[config.mk]
export PLATFORM = sky130hd
export DESIGN_NAME = step_accum_p_flat
export DESIGN_NICKNAME = d
export VERILOG_FILES = /design/src/rtl/step_accum_p_if.sv /design/src/rtl/step_accum_p.sv /design/src/flat_wrapper.sv
export SDC_FILE = /design/constraint.sdc
export NUM_CORES = 1
export LEC_CHECK = 0
export BUFFER_PORTS_ARGS = -buffer_cell sky130_fd_sc_hd__buf_4
export CAP_MARGIN = 20
export CORE_MARGIN = 1
export CORE_UTILIZATION = 50
export DETAILED_ROUTE_END_ITERATION = 10
export GPL_ROUTABILITY_DRIVEN = 1
export PLACE_DENSITY = 0.71
export SLEW_MARGIN = 5
export SYNTH_ARGS = -nofsm -noshare
export SYNTH_HDL_FRONTEND = slang
export SYNTH_SLANG_ARGS = --single-unit
[constraint.sdc]
create_clock -name clk -period 5 [get_ports clk]
set_input_delay 0.75 -clock clk [delete_from_list [all_inputs] [get_ports clk]]
set_output_delay 0.75 -clock clk [all_outputs]
set_load 0.02 [all_outputs]
[src/rtl/step_accum_p_if.sv]
// Handshake bundle for step_accum_p: command inputs (start, ctrl, step)
// and registered status/result outputs (out, busy, done, ovf).
// master = command source / observer, slave = the accumulator.
interface step_accum_p_if #(
  parameter int WIDTH = 8
);
  logic             start;
  logic             ctrl;
  logic [WIDTH-1:0] step;
  logic [WIDTH-1:0] out;
  logic             busy;
  logic             done;
  logic             ovf;

  modport master (
    output start, ctrl, step,
    input  out, busy, done, ovf
  );

  modport slave (
    input  start, ctrl, step,
    output out, busy, done, ovf
  );
endinterface

[src/rtl/step_accum_p.sv]
// Sequenced step accumulator: IDLE -> ARM (ARM_CYCLES) -> RUN (RUN_LEN adds/subs) -> DONE.
// Latency: first update ARM_CYCLES+1 edges after start, 1-cycle step-to-out in RUN.
// Backpressure: none; start is a level sampled only in IDLE, all outputs registered.
// Ports: clk, rst (sync, active-high); bus.start/ctrl/step in; bus.out/busy/done/ovf out.
module step_accum_p #(
  parameter int WIDTH      = 8,
  parameter int ARM_CYCLES = 2,
  parameter int RUN_LEN    = 16,
  parameter bit SAT        = 1'b0
) (
  input  logic         clk,
  input  logic         rst,
  step_accum_p_if.slave bus
);

  // One spare bit so a counter can hold its terminal value without wrapping.
  localparam int AW = $clog2(ARM_CYCLES) + 1;
  localparam int RW = $clog2(RUN_LEN) + 1;

  typedef enum logic [1:0] {
    S_IDLE,
    S_ARM,
    S_RUN,
    S_DONE
  } state_t;

  state_t state;
  state_t state_nxt;

  logic [AW-1:0]    arm_cnt;
  logic [RW-1:0]    run_cnt;
  logic [WIDTH-1:0] out_q;
  logic             busy_q;
  logic             done_q;
  logic             ovf_q;

  logic             arm_last;
  logic             run_last;
  logic [WIDTH:0]   sum;
  logic             evt;
  logic [WIDTH-1:0] acc_nxt;

  assign arm_last = (arm_cnt == AW'(ARM_CYCLES - 1));
  assign run_last = (run_cnt == RW'(RUN_LEN - 1));

  // FSM state register
  always_ff @(posedge clk) begin
    if (rst) begin
      state <= S_IDLE;
    end else begin
      state <= state_nxt;
    end
  end

  // FSM next-state
  always_comb begin
    state_nxt = state;
    case (state)
      S_IDLE:  if (bus.start) state_nxt = S_ARM;
      S_ARM:   if (arm_last)  state_nxt = S_RUN;
      S_RUN:   if (run_last)  state_nxt = S_DONE;
      S_DONE:  state_nxt = S_IDLE;
      default: state_nxt = S_IDLE;
    endcase
  end

  // WIDTH+1-bit add/sub; the extra bit is the carry for add overflow.
  // Underflow is judged on the unsigned operands rather than the borrow bit.
  always_comb begin
    sum     = '0;
    evt     = 1'b0;
    acc_nxt = '0;
    if (bus.ctrl) begin
      sum = {1'b0, out_q} - {1'b0, bus.step};
      evt = (out_q < bus.step);
    end else begin
      sum = {1'b0, out_q} + {1'b0, bus.step};
      evt = sum[WIDTH];
    end
    acc_nxt = sum[WIDTH-1:0];
    if (SAT && evt) begin
      acc_nxt = bus.ctrl ? '0 : '1;
    end
  end

  // Datapath, counters and status flags. busy/done are registered from the
  // next state so busy drops on the very edge done rises.
  always_ff @(posedge clk) begin
    if (rst) begin
      out_q   <= '0;
      ovf_q   <= 1'b0;
      busy_q  <= 1'b0;
      done_q  <= 1'b0;
      arm_cnt <= '0;
      run_cnt <= '0;
    end else begin
      busy_q <= (state_nxt == S_ARM) || (state_nxt == S_RUN);
      done_q <= (state_nxt == S_DONE);
      case (state)
        S_IDLE: begin
          if (bus.start) begin
            out_q   <= '0;
            ovf_q   <= 1'b0;
            arm_cnt <= '0;
          end
        end
        S_ARM: begin
          arm_cnt <= arm_cnt + 1'b1;
          if (arm_last) begin
            run_cnt <= '0;
          end
        end
        S_RUN: begin
          out_q   <= acc_nxt;
          ovf_q   <= ovf_q | evt;
          run_cnt <= run_cnt + 1'b1;
        end
        default: ;
      endcase
    end
  end

  assign bus.out  = out_q;
  assign bus.busy = busy_q;
  assign bus.done = done_q;
  assign bus.ovf  = ovf_q;

endmodule

[src/flat_wrapper.sv]
// flat-port wrapper written by rule: the top's interface ports become plain ports
module step_accum_p_flat 
#(
  parameter int WIDTH      = 8,
  parameter int ARM_CYCLES = 2,
  parameter int RUN_LEN    = 16,
  parameter bit SAT        = 1'b0
)
  (clk, rst, bus_start, bus_ctrl, bus_step, bus_out, bus_busy, bus_done, bus_ovf);
  step_accum_p_if #(.WIDTH(WIDTH)) bus_i ();
  input  logic clk;
  input  logic rst;
  input wire logic [$bits(bus_i.start)-1:0] bus_start;
  input wire logic [$bits(bus_i.ctrl)-1:0] bus_ctrl;
  input wire logic [$bits(bus_i.step)-1:0] bus_step;
  output wire logic [$bits(bus_i.out)-1:0] bus_out;
  output wire logic [$bits(bus_i.busy)-1:0] bus_busy;
  output wire logic [$bits(bus_i.done)-1:0] bus_done;
  output wire logic [$bits(bus_i.ovf)-1:0] bus_ovf;
  assign bus_i.start = bus_start;
  assign bus_i.ctrl = bus_ctrl;
  assign bus_i.step = bus_step;
  assign bus_out = bus_i.out;
  assign bus_busy = bus_i.busy;
  assign bus_done = bus_i.done;
  assign bus_ovf = bus_i.ovf;
  step_accum_p #(.WIDTH(WIDTH), .ARM_CYCLES(ARM_CYCLES), .RUN_LEN(RUN_LEN), .SAT(SAT)) u_core (.clk(clk), .rst(rst), .bus(bus_i));
endmodule
==> results of run 1 <==
synth_stat cells (2+ instances only):
cell type	number
sky130_fd_sc_hd__nor3_1	3
sky130_fd_sc_hd__a21oi_1	13
sky130_fd_sc_hd__xnor2_1	3
sky130_fd_sc_hd__a32o_1	2
sky130_fd_sc_hd__a211oi_1	3
sky130_fd_sc_hd__nor2_1	16
sky130_fd_sc_hd__o21bai_1	2
sky130_fd_sc_hd__inv_1	19
sky130_fd_sc_hd__o21ai_0	9
sky130_fd_sc_hd__nand2b_1	2
sky130_fd_sc_hd__ha_1	20
sky130_fd_sc_hd__fa_1	2
sky130_fd_sc_hd__nand2_1	6
sky130_fd_sc_hd__a21o_1	2
sky130_fd_sc_hd__o311a_1	2
sky130_fd_sc_hd__buf_2	3
sky130_fd_sc_hd__mux2i_1	3
sky130_fd_sc_hd__dfxtp_1	20
sky130_fd_sc_hd__o2bb2ai_1	2
sky130_fd_sc_hd__clkbuf_1	2
sky130_fd_sc_hd__nor2b_1	10
sky130_fd_sc_hd__a22oi_1	3
sky130_fd_sc_hd__nand3_1	2
flip-flops by register name (all words and copies together) (netlist names):
signal,flops
u_core.bus.out,8
u_core.run_cnt,5
u_core.arm_cnt,2
u_core.state,2
u_core.bus.busy,1
u_core.bus.done,1
u_core.bus.ovf,1
how the worst max path moves through the flow:
stage                                    to         from  depth (start not counted)  slack [ns]
after CTS                 u_core.bus.out[7]  bus_step[1]                          8        2.74
after detailed placement  u_core.bus.out[7]  bus_step[1]                          8        2.40
after global routing      u_core.bus.out[4]  bus_step[0]                          9        2.63
after floorplan           u_core.bus.out[7]  bus_step[1]                          7        2.64
final                     u_core.bus.out[7]  bus_step[1]                          8        2.72
after global placement    u_core.bus.out[7]  bus_step[4]                          8        2.42
cells in the final DEF (no fill, tap or decap), types with 2 or more instances in the layout:
master                      synthesis  layout
sky130_fd_sc_hd__buf_4              1      22
sky130_fd_sc_hd__ha_1              20      20
sky130_fd_sc_hd__dfxtp_1           20      20
sky130_fd_sc_hd__inv_1             19      19
sky130_fd_sc_hd__nor2_1            16      16
sky130_fd_sc_hd__a21oi_1           13      13
sky130_fd_sc_hd__nor2b_1           10      10
sky130_fd_sc_hd__o21ai_0            9       9
sky130_fd_sc_hd__nand2_1            6       6
sky130_fd_sc_hd__mux2i_1            3       3
sky130_fd_sc_hd__a211oi_1           3       3
sky130_fd_sc_hd__nor3_1             3       3
sky130_fd_sc_hd__a22oi_1            3       3
sky130_fd_sc_hd__xnor2_1            3       3
sky130_fd_sc_hd__clkbuf_4           0       3
sky130_fd_sc_hd__a21o_1             2       2
sky130_fd_sc_hd__nand2b_1           2       2
sky130_fd_sc_hd__nand3_1            2       2
sky130_fd_sc_hd__o2bb2ai_1          2       2
sky130_fd_sc_hd__o311a_1            2       2
sky130_fd_sc_hd__o21bai_1           2       2
sky130_fd_sc_hd__a32o_1             2       2
sky130_fd_sc_hd__fa_1               2       2
power breakdown:
group	switching (uW)	internal [uW]
Clock	52.9	44.5
Combinational	42.1	34.0
Sequential	6.50	165
Total	102	244
per-layer routing:
metal / wire length, um / GRT usage (%) / share of wire, % / vias up
met5: 0 / 0 / 0 / -
met4: 40 / 7.32 / 1.3 / 0
met3: 169 / 4.76 / 5.4 / 5
met2: 1400 / 31.4 / 45 / 36
met1: 1530 / 32.3 / 49 / 617
li1: - / - / - / 678
cell type report:
class / count / area [sq um] / area share [%]
repair buffers: 22 / 165 / 9.57
well taps: 31 / 38.8 / 2.25
clock buffers: 4 / 36.3 / 2.10
flip-flops and latches: 20 / 400 / 23.2
inverters: 20 / 75.1 / 4.35
multi-input cells: 131 / 1010 / 58.6
through the flow:
stage                     util, %  worst slack [ns]  total power [uW]  area [sq um]  cells
final                        61.0              2.72               345          1730    228
after global routing         61.0              2.63               368          1730    228
after CTS                    61.0              2.74               350          1730    228
after detailed placement     59.8              2.40               251          1690    224
after global placement       59.8              2.42               250          1690    224
after floorplan                 -              2.64               229          1530    178
logic make-up after synthesis:
logic type	after synthesis	share of synthesized area [%]
simple gates	47	16.0
compound gates	55	26.8
flops	20	26.2
mux	4	2.70
xor+xnor	3	1.72
fa+ha+maj	22	19.0
buf+inv	27	7.62
==> results_dict.tcl, run 1 <==
set metrics [dict create \
    clock-root-buffer "sky130_fd_sc_hd__clkbuf_4" \
    synth_top_flop_cell "sky130_fd_sc_hd__dfxtp_1" \
    reg2reg_slack_ns 2.82 \
    hold_path_end "u_core.run_cnt[3]" \
    critPathLaunchType "primary input" \
    leakage_power_of_the_design_uw 0.000776 \
    worst-slew-pin-transition_ns 0.863 \
    count_of_different_cell_masters_after_synthesis 52 \
    min_period_over_period_pct 45.7 \
    detailroute.via_count 1336 \
    floorplan.die_area_sq_um 3280 \
    cts.repair.resized 0 \
    cts_made_buffers 3 \
    slowest_delay_ns 0.51 \
    failed_checks "DRC" \
    worst_hold_slack_ns 0.487 \
    detail_route.first_pass.iterations 7 \
    viasPerCell 5.86 \
    synthesis.area_sq_um 1530 \
    synth-seq-cells 20 \
    timing.hold.worst.class "reg2reg" \
    post_cts_hold_buffer_count 0 \
    finalSetupTns_ns 0 \
    slowest_cell_on_the_critical_path "sky130_fd_sc_hd__or4_1" \
    boundaryPins 23 \
    drt-total-wl_um 3140 \
    kind_of_end_point_of_the_critical_path "flip-flop" \
    synth.area.top_cells "sky130_fd_sc_hd__dfxtp_1 26%, sky130_fd_sc_hd__ha_1 16%, sky130_fd_sc_hd__inv_1 4.7%" \
    number_of_clock_sinks_seen_by_cts 20 \
    cts_max_path_buffers 2 \
    antenna_found_initial 0 \
    design.final.nets 232 \
    placementRows 19 \
    setup_repair_after_global_routing_missed_its_margin "false" \
    dp_hpwl_um 2450 \
    setup_viol 0 \
    die_height_um 57.3 \
    cts_max_level 1 \
    initial_core_util_pct 54.0 \
    synth_sequential_area_ratio_pct 26.2 \
    nFillCells 247 \
    synthDominantAreaCellType "sky130_fd_sc_hd__dfxtp_1" \
    critical_path.max_fanout 3 \
    timing.critical_path.arrival_ns 2.50 \
    place.gp.congestion 0.917 \
    syn_area_per_cell_sq_um 8.58 \
    timing.max_slew.rel_slack_pct 42.4 \
    post-synth-top-area-fraction_pct 26.2 \
    synth_warnings 0 \
    final-max-slew-violation-count 0 \
    worst_clock_skew_ns 0.00285 \
    final_hold_vio_count 0 \
    power.density_nw_per_um2 200 \
    post_route_cells_drive_above_1_share_pct 16.8 \
    core-area_sq_um 2830 \
    global_route.overflow_total 0 \
    worstSetupPathType "in2reg" \
    grt_first_pass_wirelength_um 5510 \
    drt-wirelength-per-cell_um 13.8 \
    ir_drop_v 0.000176 \
    post_drt_antenna_nets 0 \
    asyncSetResetFlopFracSynth_pct 0 \
    route.detailed.drc 1 \
    cts.repair_timing.setup_buffer_count 0 \
    cp_required_ns 5.22 \
    port-buffer-count 22 \
    final_period_minus_worst_setup_slack_ns 2.28 \
    worstPathCellList "buf_4 > inv_1 > ha_1 > nor2b_1 > o2111ai_2 > a2111oi_2 > or4_1 > a32o_1" \
    first_iter_violations 53 \
    vias_in_the_first_global_route 1200 \
    timing.rr.start "u_core.bus.out[1]" \
    die_x_um 57.3 \
    drv_cap 0 \
    count_of_flip_flops_with_a_built_in_enable_after_synthesis 0 \
    antenna_cells_inserted 0 \
    holdPathStages 1 \
    syn_inst 178 \
    grt_use_total_pct 21.9 \
    max_freq_ghz 0.438 \
    ff2ff_path_depth 6 \
    crit_family "simple AND/OR/NAND/NOR gates" \
    grt_start_max_net_pins 17 \
    hp-start "u_core.run_cnt[3]" \
    clk_latency_ns 0.31 \
    tritoncts "built" \
    clkSlewWorstSetupHoldPaths_ns 0.12 \
    regToRegEndpoint "u_core.bus.out[7]" \
    synth_fp_nets 212 \
    outcome "finished with violations" \
    cp.buffers_inverters 2 \
    syn_to_final_growth_pct 13.0 \
]
Note: power is estimated with default switching activity, not from simulation.
==> run 2: changes to the inputs <==
Settings changed: ABC_AREA set to 1, PLACE_DENSITY 0.71 to 0.74.
Clock period 5 ns to 1.9 ns, I/O delays scaled along.
==> run 2 against run 1 <==
Compared with the run above:
- the flow still finishes with violations (DRC)
- synthesized cell count increased by 30%
- highest routed layer unchanged
- clock power grew 100%
- combinational power rose to 2.5 times the previous value
- non-clock buffer count is the same
- global-route usage is 0.44 points lower
- utilization up 0.65 points
- largest cell class unchanged
- sequential power rose to 2.6 times the previous value
==> results_dict.tcl, run 2 <==
set metrics [dict create \
    worst_hold_slack_ns 0.260 \
    worst-slew-pin-transition_ns 0.507 \
    cts.repair.resized 0 \
    final_cell_mix "59 x sky130_fd_sc_hd__nand2_1, 36 x sky130_fd_sc_hd__inv_1, 23 x sky130_fd_sc_hd__nor2_1, 23 x sky130_fd_sc_hd__a21oi_1, 22 x sky130_fd_sc_hd__buf_4" \
    max_freq_ghz 0.593 \
    die_height_um 57.1 \
    final_hold_vio_count 0 \
    count_of_flip_flops_with_a_built_in_enable_after_synthesis 0 \
    worstPathCellList "ha_1 > fa_1 > nand3_1 > nand2_1 > a21oi_1 > o21ai_0 > a21oi_1 > nor2_1" \
    ir_drop_v 0.000428 \
    numPlacedInstances 281 \
    clk_latency_ns 0.30 \
    vias_in_the_first_global_route 1333 \
    antenna_found_initial 0 \
    viasPerCell 5.09 \
    leakage_power_of_the_design_uw 0.000883 \
    design.final.nets 289 \
    syn_to_final_growth_pct 14.0 \
    synth_sequential_area_ratio_pct 26.4 \
    worst_clock_skew_ns 0.00477 \
    asyncSetResetFlopFracSynth_pct 0 \
    critical_path.max_fanout 4 \
    timing.max_slew.rel_slack_pct 66.1 \
    post-synth-top-area-fraction_pct 26.4 \
    cts_max_level 1 \
    antenna_cells_inserted 0 \
    nFillCells 285 \
    detailroute.via_count 1446 \
    synthesis.area_sq_um 1520 \
    count_of_different_cell_masters_after_synthesis 25 \
    post-route-cell-area_sq_um 1730 \
    final-max-slew-violation-count 0 \
    cts_made_buffers 3 \
    core-area_sq_um 2810 \
    power.density_nw_per_um2 483 \
    final_period_minus_worst_setup_slack_ns 1.69 \
    syn_inst 231 \
    final_cells 284 \
    yosys.cell_count.top_type "sky130_fd_sc_hd__nand2_1" \
    port-buffer-count 22 \
    kind_of_end_point_of_the_critical_path "flip-flop" \
    floorplan.die_area_sq_um 3260 \
    drt-total-wl_um 3220 \
    post_drt_antenna_nets 0 \
    setup_viol 0 \
    cts.repair_timing.setup_buffer_count 0 \
    slowest_cell_on_the_critical_path "sky130_fd_sc_hd__fa_1" \
    failed_checks "DRC" \
    placementRows 19 \
    largest_register_ff_count 8 \
    layout.cells.most_common "sky130_fd_sc_hd__nand2_1" \
    place.gp.congestion 0.845 \
    worst_path_most_repeated_cell "sky130_fd_sc_hd__a21oi_1" \
    synth.area.top_cells "sky130_fd_sc_hd__dfxtp_1 26%, sky130_fd_sc_hd__ha_1 16%, sky130_fd_sc_hd__nand2_1 15%" \
    global_route.overflow_total 0 \
    clkSlewWorstSetupHoldPaths_ns 0.10 \
    finalSetupTns_ns 0 \
    synth_warnings 0 \
    detail_route.first_pass.iterations 7 \
    grt_use_total_pct 21.4 \
    synth-seq-cells 20 \
    boundaryPins 23 \
    initial_core_util_pct 54.1 \
    post_cts_hold_buffer_count 0 \
    synthDominantAreaCellType "sky130_fd_sc_hd__dfxtp_1" \
    slowest_delay_ns 0.39 \
    outcome "finished with violations" \
    cp_required_ns 2.11 \
    number_of_clock_sinks_seen_by_cts 20 \
    clock-root-buffer "sky130_fd_sc_hd__clkbuf_4" \
    post_route_cells_drive_above_1_share_pct 12.6 \
    first_iter_violations 72 \
    cts_max_path_buffers 2 \
    syn_area_per_cell_sq_um 6.57 \
    crit_family "adder cells" \
    min_period_over_period_pct 88.8 \
    die_x_um 57.1 \
    synth_fp_nets 265 \
    timing.critical_path.arrival_ns 1.90 \
    cp.buffers_inverters 0 \
    grt_first_pass_wirelength_um 5490 \
    worstSetupPathType "reg2reg" \
    setup_repair_after_global_routing_missed_its_margin "false" \
    post_synth_most_frequent_cells "59 x sky130_fd_sc_hd__nand2_1, 36 x sky130_fd_sc_hd__inv_1, 23 x sky130_fd_sc_hd__a21oi_1, 23 x sky130_fd_sc_hd__nor2_1" \
    detailed_place.area_sq_um 1710 \
    tritoncts "built" \
    timing.hold.worst.class "in2reg" \
    drv_cap 0 \
    synth_top_flop_cell "sky130_fd_sc_hd__dfxtp_1" \
    critPathLaunchType "flip-flop" \
    grt_start_max_net_pins 18 \
    drt-wirelength-per-cell_um 11.3 \
    route.detailed.drc 2 \
    dp_hpwl_um 2540 \
]
-- run 2: changes by cell type in the layout (fill, tap and decap cells not counted), sizes merged, moves of 3 or more --
| cell | previous run | this run |
|---|---|---|
| nand2 | 6 | 59 |
| inv | 19 | 39 |
| a21oi | 13 | 24 |
| nand3 | 2 | 13 |
| nor2b | 10 | 0 |
| nor2 | 17 | 25 |
| o21ai | 9 | 15 |
| or2 | 0 | 4 |
| a22oi | 3 | 0 |
| mux2i | 3 | 0 |
| xnor2 | 3 | 0 |
-- run 2: report_power, final --
part | switching [uW] | total (uW) | internal, uW
Clock | 122 | 196 | 74.2
Combinational | 119 | 194 | 74.9
Sequential | 12.8 | 446 | 433
-- run 2: path summary, 6_finish.rpt --
kind                       end              start  cells after the start  slack [ns]
min reg2reg  u_core.arm_cnt[0]  u_core.arm_cnt[0]                      1        0.47
max             u_core.bus.ovf  u_core.bus.out[0]                      8        0.21
max reg2reg     u_core.bus.ovf  u_core.bus.out[0]                      8        0.21
min          u_core.bus.out[0]                rst                      2        0.26
-- run 2: layout make-up --
class	instances	area (sq um)	share of cell area [%]
clock buffers	3	22.5	1.30
inverters	39	146	8.46
multi-input cells	169	956	55.2
flip-flops and latches	20	402	23.2
well taps	31	38.8	2.24
repair buffers	22	165	9.54
-- run 2: logic make-up (layout without fill, tap and decap cells) --
group / Yosys count / in the layout / synth area share [%]
AOI/OAI and AO/OA: 44 / 44 / 15.7
buffers and inverters: 42 / 64 / 10.6
DFF: 20 / 20 / 26.4
and+or+nand+nor: 103 / 103 / 28.2
adders and majority gates: 22 / 22 / 19.1
-- run 2: routing by layer --
metal | GRT usage (%) | vias up | share of wire (%)
li1 | - | 778 | -
met3 | 2.72 | 5 | 3.4
met2 | 37.8 | 28 | 48
met4 | 9.06 | 0 | 1.6
met5 | 0 | - | 0
met1 | 26.2 | 635 | 47
-- run 2: stage by stage --
stage	power [uW]	setup slack [ns]	utilization (%)
2_1_floorplan	587	0.231	-
3_3_place_gp	646	0.159	60.8
3_5_place_dp	649	0.152	60.8
4_1_cts	845	0.189	61.6
5_1_grt	889	0.00389	61.7
6_report	836	0.212	61.7
==> run 3: changes to the inputs <==
Settings changed: CELL_PAD_IN_SITES_DETAIL_PLACEMENT set to 1, CELL_PAD_IN_SITES_GLOBAL_PLACEMENT set to 2, CORE_UTILIZATION 50 to 27, PLACE_DENSITY 0.74 to unset, PLACE_DENSITY_LB_ADDON set to 0.1.
==> run 3 against run 2 <==
Compared with the run above:
- the run now ends clean
- final area is 5.7% higher
- count of clock-buffer cells in the layout up 1
- wire length is 27% higher
- critical path type unchanged
- largest power group unchanged
- highest routed layer unchanged
==> results_dict.tcl, run 3 (synthesis gave the netlist of run 2 again) <==
set metrics [dict create \
    setup_viol 0 \
    antenna_found_initial 0 \
    worstSetupPathType "reg2reg" \
    boundaryPins 23 \
    worstPathCellList "ha_1 > fa_1 > nand3_1 > nand2_1 > a21oi_1 > o21ai_0 > a21oi_1 > nor2_1" \
    drt-total-wl_um 4080 \
    place.gp.congestion 0.734 \
    critical_path.max_fanout 4 \
    grt_start_max_net_pins 18 \
    vias_in_the_first_global_route 1571 \
    drv_cap 0 \
    number_of_clock_sinks_seen_by_cts 20 \
    clock-root-buffer "sky130_fd_sc_hd__clkbuf_8" \
    final-max-slew-violation-count 0 \
    detail_route.first_pass.iterations 4 \
    viasPerCell 4.45 \
    p_seq_share_pct 45.8 \
    power.total_uw 972 \
    timing.critical_path.arrival_ns 1.93 \
    first_iter_violations 36 \
    global_route.overflow_total 0 \
    clock_power_share_pct 33.3 \
    combPwrFrac_pct 20.9 \
    ir_drop_v 0.000358 \
    global_route.usage.met2_pct 27.1 \
    internal_power_uw 694 \
    min_period_over_period_pct 93.4 \
    slowest_cell_on_the_critical_path "sky130_fd_sc_hd__fa_1" \
    leakage_power_of_the_design_uw 0.000907 \
    cp.buffers_inverters 0 \
    cts_max_level 1 \
    layout_setup_ws_ns 0.126 \
    tritoncts "built" \
    clkSlewWorstSetupHoldPaths_ns 0.08 \
    route.detailed.drc 0 \
    cts_max_path_buffers 2 \
    sw_frac_of_total_pct 28.6 \
    worst_clock_skew_ns 0.00245 \
    clk_latency_ns 0.25 \
    cp_required_ns 2.05 \
    floorplan.die_area_sq_um 5930 \
    syn_to_final_growth_pct 20.5 \
    use_met3_pct 1.43 \
    netSwitchingPower_uw 278 \
    die_height_um 77.0 \
    post_route_cells_drive_above_1_share_pct 14.1 \
    drt-wirelength-per-cell_um 12.5 \
    worst_path_most_repeated_cell "sky130_fd_sc_hd__a21oi_1" \
    detailroute.via_count 1450 \
    grt_use_total_pct 15.3 \
    cts_made_buffers 3 \
    antenna_cells_inserted 0 \
    kind_of_end_point_of_the_critical_path "flip-flop" \
    critPathLaunchType "flip-flop" \
    die_x_um 77.0 \
    largest_register_ff_count 8 \
    max_freq_ghz 0.564 \
    grt.met1_usage_pct 19.6 \
    dp_worst_setup_slack_ns 0.0723 \
    finish.utilization_pct 34.7 \
    grt_first_pass_wirelength_um 7280 \
    timing.hold.worst.class "in2reg" \
    power.density_nw_per_um2 531 \
    slowest_delay_ns 0.42 \
    crit_family "adder cells" \
    dp_hpwl_um 3350 \
    final_cell_mix "59 x sky130_fd_sc_hd__nand2_1, 36 x sky130_fd_sc_hd__inv_1, 24 x sky130_fd_sc_hd__buf_4" \
    placementRows 26 \
    timing.max_slew.rel_slack_pct 61.4 \
    port-buffer-count 22 \
    setup_repair_after_global_routing_missed_its_margin "true" \
    initial_core_util_pct 28.8 \
    worst-slew-pin-transition_ns 0.577 \
    core-area_sq_um 5270 \
    outcome "completed" \
    post_drt_antenna_nets 0 \
    final_period_minus_worst_setup_slack_ns 1.77 \
    layout.cells.most_common "sky130_fd_sc_hd__nand2_1" \
    design.final.nets 291 \
    globalRoute.busiestLayer "met2" \
    final_hold_vio_count 0 \
]
==> run 3: cell count changes in the layout (fill, tap and decap cells not counted) <==
cell,previous run,this run
sky130_fd_sc_hd__clkbuf_4,3,0
sky130_fd_sc_hd__buf_4,22,24
sky130_fd_sc_hd__clkbuf_8,0,4
sky130_fd_sc_hd__ha_2,0,1
sky130_fd_sc_hd__ha_1,20,19
==> run 3: worst reg2reg max path, cell delays in order (launching register included) <==
cell and delay (ns):
sky130_fd_sc_hd__dfxtp_2 0.34, sky130_fd_sc_hd__ha_1 0.25, sky130_fd_sc_hd__fa_1 0.42, sky130_fd_sc_hd__nand3_1 0.10
sky130_fd_sc_hd__nand2_1 0.11, sky130_fd_sc_hd__a21oi_1 0.15, sky130_fd_sc_hd__o21ai_0 0.11, sky130_fd_sc_hd__a21oi_1 0.15
sky130_fd_sc_hd__nor2_1 0.05
==> run 3: path summary, 6_finish.rpt <==
| check | depth (start not counted) | endpoint | from | slack (ns) |
|---|---|---|---|---|
| max | 8 | u_core.bus.ovf | u_core.bus.out[0] | 0.13 |
| min | 2 | u_core.bus.out[0] | rst | 0.33 |
| max reg2reg | 8 | u_core.bus.ovf | u_core.bus.out[0] | 0.13 |
| min reg2reg | 2 | u_core.arm_cnt[1] | u_core.arm_cnt[1] | 0.47 |
==> run 3: cell type report <==
class | count | area, sq um
Clock buffer | 4 | 55.1
Fill cell | 718 | 3440
Timing Repair Buffer | 24 | 180
Sequential cell | 20 | 402
Multi-Input combinational cell | 169 | 958
Tap cell | 70 | 87.6
Inverter | 39 | 146
==> run 3: what timing repair did <==
item	4_1_cts	5_1_grt
resized for setup	0	2
buffers inserted	0	0
endpoints found under the setup margin	0	2
hold buffers	0	0
==> run 3: layer usage <==
metal	share of wire [%]	up-vias
met5	0	-
met2	47	9
met1	51	657
met4	0.76	0
li1	-	782
met3	1.7	2
==> run 3: stage by stage <==
stage	area (sq um)	std cells	hold slack (ns)	setup TNS, ns
floorplan	1520	231	0.429	0
global placement	1770	322	0.456	0
detailed placement	1770	322	0.456	0
CTS	1830	326	0.342	0
global route	1830	326	0.345	-0.0101
finish	1830	326	0.328	0
==> run 3: power by group through the flow <==
stage                     clock network [uW]  registers [uW]  logic, uW
after global placement                     0             456        204
after CTS                                336             446        207
after detailed placement                   0             456        206
after global routing                     359             448        236
after floorplan                            0             462        125
final                                    324             445        203
